File: src/rtl/dmem_access_ctrl.sv
// dmem_access_ctrl: turns 64-bit load/store requests from the pipeline (cpu)
// and the debug/loader port (dbg) into eight little-endian byte cycles on a
// byte-wide data memory, with round-robin arbitration between the two ports.
module dmem_access_ctrl #(
  parameter int MEM_BYTES = 8192,
  localparam int AW = $clog2(MEM_BYTES)
) (
  input  logic          clk,
  input  logic          reset,
  input  logic          cpu_req,
  input  logic          cpu_we,
  input  logic [63:0]   cpu_addr,
  input  logic [63:0]   cpu_wdata,
  output logic [63:0]   cpu_rdata,
  output logic          cpu_done,
  output logic          cpu_err,
  output logic          cpu_stall,
  input  logic          dbg_req,
  input  logic          dbg_we,
  input  logic [63:0]   dbg_addr,
  input  logic [63:0]   dbg_wdata,
  output logic [63:0]   dbg_rdata,
  output logic          dbg_done,
  output logic          dbg_err,
  output logic [AW-1:0] mem_addr,
  output logic [7:0]    mem_wdata,
  output logic          mem_we,
  output logic          mem_re,
  input  logic [7:0]    mem_rdata
);

  // Highest legal doubleword base address: base+7 must stay inside memory.
  localparam logic [AW-1:0] MAX_BASE = AW'(MEM_BYTES - 8);

  typedef enum logic [1:0] {IDLE, WRITE, READ, DONE} state_t;

  state_t        state, state_nx;
  logic [3:0]    k;          // byte counter; READ uses k==8 as the drain cycle
  logic          gnt_dbg;    // port owning the current transaction
  logic          last_dbg;   // port granted by the previous transaction
  logic          we_l;
  logic [AW-1:0] addr_l;
  logic [63:0]   wdata_l;
  logic [63:0]   shadow;

  logic          any_req, pick_dbg, sel_we, sel_err;
  logic [63:0]   sel_addr, sel_wdata;
  logic          fin, fin_dbg, fin_err;
  logic [2:0]    slot;

  // Round-robin pick and range check of the candidate request in IDLE.
  always_comb begin
    any_req   = cpu_req | dbg_req;
    pick_dbg  = dbg_req & (~cpu_req | ~last_dbg);
    sel_we    = pick_dbg ? dbg_we    : cpu_we;
    sel_addr  = pick_dbg ? dbg_addr  : cpu_addr;
    sel_wdata = pick_dbg ? dbg_wdata : cpu_wdata;
    sel_err   = (|sel_addr[63:AW]) | (sel_addr[AW-1:0] > MAX_BASE);
  end

  // Next-state logic, completion decode and memory strobes.
  always_comb begin
    state_nx  = state;
    mem_we    = 1'b0;
    mem_re    = 1'b0;
    mem_addr  = '0;
    mem_wdata = '0;
    slot      = k[2:0] - 3'd1;
    case (state)
      IDLE: begin
        if (any_req) begin
          if (sel_err)     state_nx = DONE;
          else if (sel_we) state_nx = WRITE;
          else             state_nx = READ;
        end
      end
      WRITE: begin
        mem_we    = 1'b1;
        mem_addr  = addr_l + {{(AW-3){1'b0}}, k[2:0]};
        mem_wdata = wdata_l[{k[2:0], 3'b000} +: 8];
        if (k == 4'd7) state_nx = DONE;
      end
      READ: begin
        if (k == 4'd8) begin
          state_nx = DONE;
        end else begin
          mem_re   = 1'b1;
          mem_addr = addr_l + {{(AW-3){1'b0}}, k[2:0]};
        end
      end
      DONE: state_nx = IDLE;
      default: state_nx = IDLE;
    endcase
    fin     = (state != DONE) && (state_nx == DONE);
    fin_dbg = (state == IDLE) ? pick_dbg : gnt_dbg;
    fin_err = (state == IDLE) && sel_err;
  end

  assign cpu_stall = cpu_req & ~cpu_done;

  // State, latched request, byte assembly and registered port outputs.
  always_ff @(posedge clk) begin
    if (reset) begin
      state     <= IDLE;
      k         <= '0;
      gnt_dbg   <= 1'b0;
      last_dbg  <= 1'b1;
      we_l      <= 1'b0;
      addr_l    <= '0;
      wdata_l   <= '0;
      shadow    <= '0;
      cpu_rdata <= '0;
      dbg_rdata <= '0;
      cpu_done  <= 1'b0;
      cpu_err   <= 1'b0;
      dbg_done  <= 1'b0;
      dbg_err   <= 1'b0;
    end else begin
      state    <= state_nx;
      cpu_done <= fin & ~fin_dbg;
      dbg_done <= fin & fin_dbg;
      cpu_err  <= fin & ~fin_dbg & fin_err;
      dbg_err  <= fin & fin_dbg & fin_err;
      case (state)
        IDLE: begin
          if (any_req) begin
            gnt_dbg <= pick_dbg;
            we_l    <= sel_we;
            addr_l  <= sel_addr[AW-1:0];
            wdata_l <= sel_wdata;
            k       <= '0;
          end
        end
        WRITE: k <= k + 4'd1;
        READ: begin
          k <= k + 4'd1;
          if (k != 4'd0) shadow[{slot, 3'b000} +: 8] <= mem_rdata;
          if (k == 4'd8) begin
            if (gnt_dbg) dbg_rdata <= {mem_rdata, shadow[55:0]};
            else         cpu_rdata <= {mem_rdata, shadow[55:0]};
          end
        end
        DONE: last_dbg <= gnt_dbg;
        default: ;
      endcase
    end
  end

endmodule

File: config.mk
export PLATFORM = sky130hd
export DESIGN_NAME = dmem_access_ctrl
export DESIGN_NICKNAME = d
export VERILOG_FILES = /design/src/rtl/dmem_access_ctrl.sv
export SDC_FILE = /design/constraint.sdc
export NUM_CORES = 1
export LEC_CHECK = 0
export CORE_ASPECT_RATIO = 0.9
export CORE_MARGIN = 5
export CORE_UTILIZATION = 41
export DETAILED_ROUTE_END_ITERATION = 16
export PLACE_DENSITY = 0.77
export SKIP_CTS_REPAIR_TIMING = 1
export SLEW_MARGIN = 10
export SYNTH_ARGS = -nofsm -noshare
export SYNTH_HDL_FRONTEND = slang
export SYNTH_SLANG_ARGS = --single-unit
File: constraint.sdc
create_clock -name clk -period 2.5 [get_ports clk]
set_input_delay 0.5 -clock clk [delete_from_list [all_inputs] [get_ports clk]]
set_output_delay 0.5 -clock clk [all_outputs]
set_load 0.1 [all_outputs]
==> metrics.md <==
| Metric | Value |
|---|---|
| #FFs+latches synth | `273` |
| Boundary pin count | `426` |
| Synthesized area per cell | `8.332 um^2` |
| Clock skew | `0.008972 ns` |
| Cell type of the slowest stage on the worst timing path | `fa_2` |
| Slew at the pin closest to its max-slew limit | `0.6434 ns` |
| Number of nets still failing antenna checks after routing | `0` |
| Effective utilization at floorplan | `41.30%` |
| Achievable Freq | `351.8 MHz` |
| CTS clk-pin slew, worst paths | `0.06 ns` |
| Synthesized area | `0.01189 mm^2` |
| Distinct cell type count of the synthesized netlist | `56` |
| Largest net degree at the start of global routing | `91` |
| Most numerous cell types in the synthesized netlist | `nand2_1, dfxtp_1, nor2_1` |
| Total power divided by cell area | `775.9 mW/mm^2` |
| Final hold violation count | `0` |
| Kind of capture point of the worst setup path | `output pin` |
| Buffers from clock root to sink, at most | `3` |
| Y dimension of the die | `171.6 um` |
| CP cell instances | `ha_4 > fa_2 > a21oi_4 > nor2_4 > nand3_2 > xor2_2 > nor2_4 > buf_12` |
| Highest cell delay on the worst timing path | `0.42 ns` |
| Die outline area | `0.03251 mm^2` |
| TritonCTS clock tree | `done` |
| Final Critical Period | `2.843 ns` |
| Mean number of vias per cell | `5.360` |
| Number of global-route vias before repair | `11,640` |
| Core Rows | `59` |
| Fin cells | `2,211` |
| CP Launch Type | `register` |
| Top cell type's share of synthesized area | `45.96%` |
| Cell count after placement | `2,144` |
| Setup Viol. Count Final | `21` |
| Core Box Area | `0.02879 mm^2` |
| Number of warning messages in the yosys log | `0` |
| Number of flops mapped to enable cells by yosys | `0` |
| WP data arrival | `2.34 ns` |
| Worst Setup Slack post-DPL | `-0.3006 ns` |
| TritonCTS buffer count | `29` |
| Ys flop type | `dfxtp_1` |
| Count of port buffers added during placement | `425` |
| HP Class | `reg2reg` |
| Synthesized netlist cell count | `1,427` |
| Worst Path Required | `2.00 ns` |
| Worst setup path category | `reg2out` |
| Total overflow reported by the global router | `0` |
| Worst vdd ir | `0.5240 mV` |
| Global Route Usage Sum | `25.03%` |
| Cell seen most often among critical-path stages | `nor2_4` |
| Largest area contributor in the netlist | `dfxtp_1` |
| Total leakage power | `6.881 nW` |
| Routed wire length per instance | `19.62 um` |
| Async set-reset flop share out of synthesis | `0%` |
| Final HPWL DP | `32,450 um` |
| Detailed Route WL | `43,380 um` |
| Ratio of cells with drive above 1 in the final layout | `18.37%` |
| Horiz. Die Dim | `189.5 um` |
| Highest net fanout along the worst path | `4` |
| Clock latency on the worst-skew pair | `0.55 ns` |
| H-tree levels | `1` |
| Area added between synthesis and finish | `49.99%` |
| Final estimated routing congestion in global placement | `0.8859` |
| Post-route worst hold slack | `0.4565 ns` |
| Clk root buf | `clkbuf_16` |
| Final setup margin | `-0.3429 ns` |
| Setup repair after global routing missed its margin | `true` |
| Mapped Nets | `1,713` |
| Count of fill cells added during filler insertion | `2,381` |
| Vias after detailed routing | `11,850` |
| Total Power | `0.01384 W` |
| Violations in the final reports | `negative setup slack` |
| Area contributors post-synth | `dfxtp_1, nand2_1, a21oi_1, a311oi_1, mux2i_1` |
| Max_cap viols | `0` |
| Number of antenna violations at the first check in global routing | `6` |
| Final core occ | `61.95%` |
| Total clock sinks | `273` |
| Run status | `finished, violations left` |
| Final #Nets | `2,105` |
| Final-report max-slew violation count | `0` |
| Number of DRC markers after the initial detailed-route iteration | `770` |
| Most instantiated library cell after synthesis | `nand2_1` |
| Share of the clock period used by the worst path | `113.7%` |
| Slew margin rel. | `57.11%` |
| Proportion of synthesized chip area in sequential cells | `45.96%` |
| Global-route wire length before repair | `64,640 um` |
| Number of iterations in the first detailed-routing pass | `5` |
| Post-route DRC violation count | `0` |
[cell families (layout without fill, tap and decap cells)]
kind of cell	count (synthesis)	count (layout)	share of synthesized area, %
adders and majority gates	16	16	1.747
xor gates and xnor gates	11	11	0.9681
other	0	5	0
DFF	273	273	45.96
muxes	74	74	7.913
AOI/OAI and AO/OA	243	243	13.23
buffers and inverters	117	530	5.261
and+or+nand+nor	693	693	24.92
[per-stage QoR]
| step | cell area (um^2) | setup TNS [ns] |
|---|---|---|
| final | 17830 | -4.306 |
| after global routing | 17830 | -6.059 |
| after CTS | 17530 | -8.761 |
| after detailed placement | 16590 | -5.278 |
| after global placement | 16590 | -1.956 |
| after floorplan | 12130 | -6.929 |
[report_power, final]
group	total (W)	switching (W)	leakage [nW]	internal (W)
combinational	0.00457	0.00256	4.19	0.00202
clock	0.00420	0.00175	0.472	0.00245
sequential	0.00506	0.000310	2.22	0.00475
total	0.0138	0.00461	6.88	0.00922
[layout by cell type, fill, tap and decap left out, drive strengths merged, types with 4 or more instances in the layout]
cell / Yosys / final
nand2: 428 / 428
clkdlybuf4s50: 0 / 268
nor3: 10 / 10
buf: 66 / 198
a21oi: 142 / 142
and3: 5 / 5
dfxtp: 273 / 273
o21ai: 9 / 9
xnor2: 7 / 7
mux2i: 58 / 58
clkbuf: 41 / 43
mux4: 16 / 16
inv: 10 / 11
nor3b: 5 / 5
clkinv: 0 / 9
xor2: 4 / 4
nor2: 146 / 146
diode: 0 / 5
a311oi: 77 / 77
nand3: 18 / 18
nor2b: 18 / 18
and2: 16 / 16
nor4: 25 / 25
nand4: 14 / 14
ha: 15 / 15
[critical path, delay by kind of cell, from the launching register on]
kind                     cells  cell delay (ns)
buffers and inverters        1             0.16
AO/OA/AOI/OAI                1             0.20
flip-flops                   1             0.37
adder cells (fa/ha/maj)      2             0.59
XOR/XNOR                     1             0.21
AND/OR/NAND/NOR              3             0.27
[final timing paths]
check        cells after the start  slack, ns           from             to
max                              8      -0.34           k[0]   mem_addr[12]
min                              2       0.46  cpu_rdata[47]  cpu_rdata[47]
max reg2reg                     10       0.12           k[1]     shadow[23]
min reg2reg                      2       0.46  cpu_rdata[47]  cpu_rdata[47]
[layer usage]
layer / GRT usage (%) / share of wire, % / vias up
li1: - / - / 5671
met1: 29.47 / 38 / 5564
met2: 43.88 / 50 / 504
met3: 4.870 / 7.2 / 110
met4: 12.58 / 4.8 / 2
met5: 0 / 0.046 / -
[flip-flops by register name, summed over array words and instances (netlist names)]
name       cells
last_dbg       1
dbg_done       1
cpu_rdata     64
dbg_err        1
k              4
wdata_l       64
state          2
shadow        56
cpu_err        1
addr_l        13
cpu_done       1
gnt_dbg        1
dbg_rdata     64
[layout make-up]
cell class,count,area (um^2),area share (%)
multi-input combinational,1037,6210,34.82
sequential,273,5474,30.69
timing repair buffer,468,4700,26.35
clock buffer,41,842.1,4.721
tap,366,457.9,2.568
clock inverter,11,98.84,0.5542
inverter,10,40.04,0.2245
antenna,5,12.51,0.07016
(Power assumes the default switching activity.)
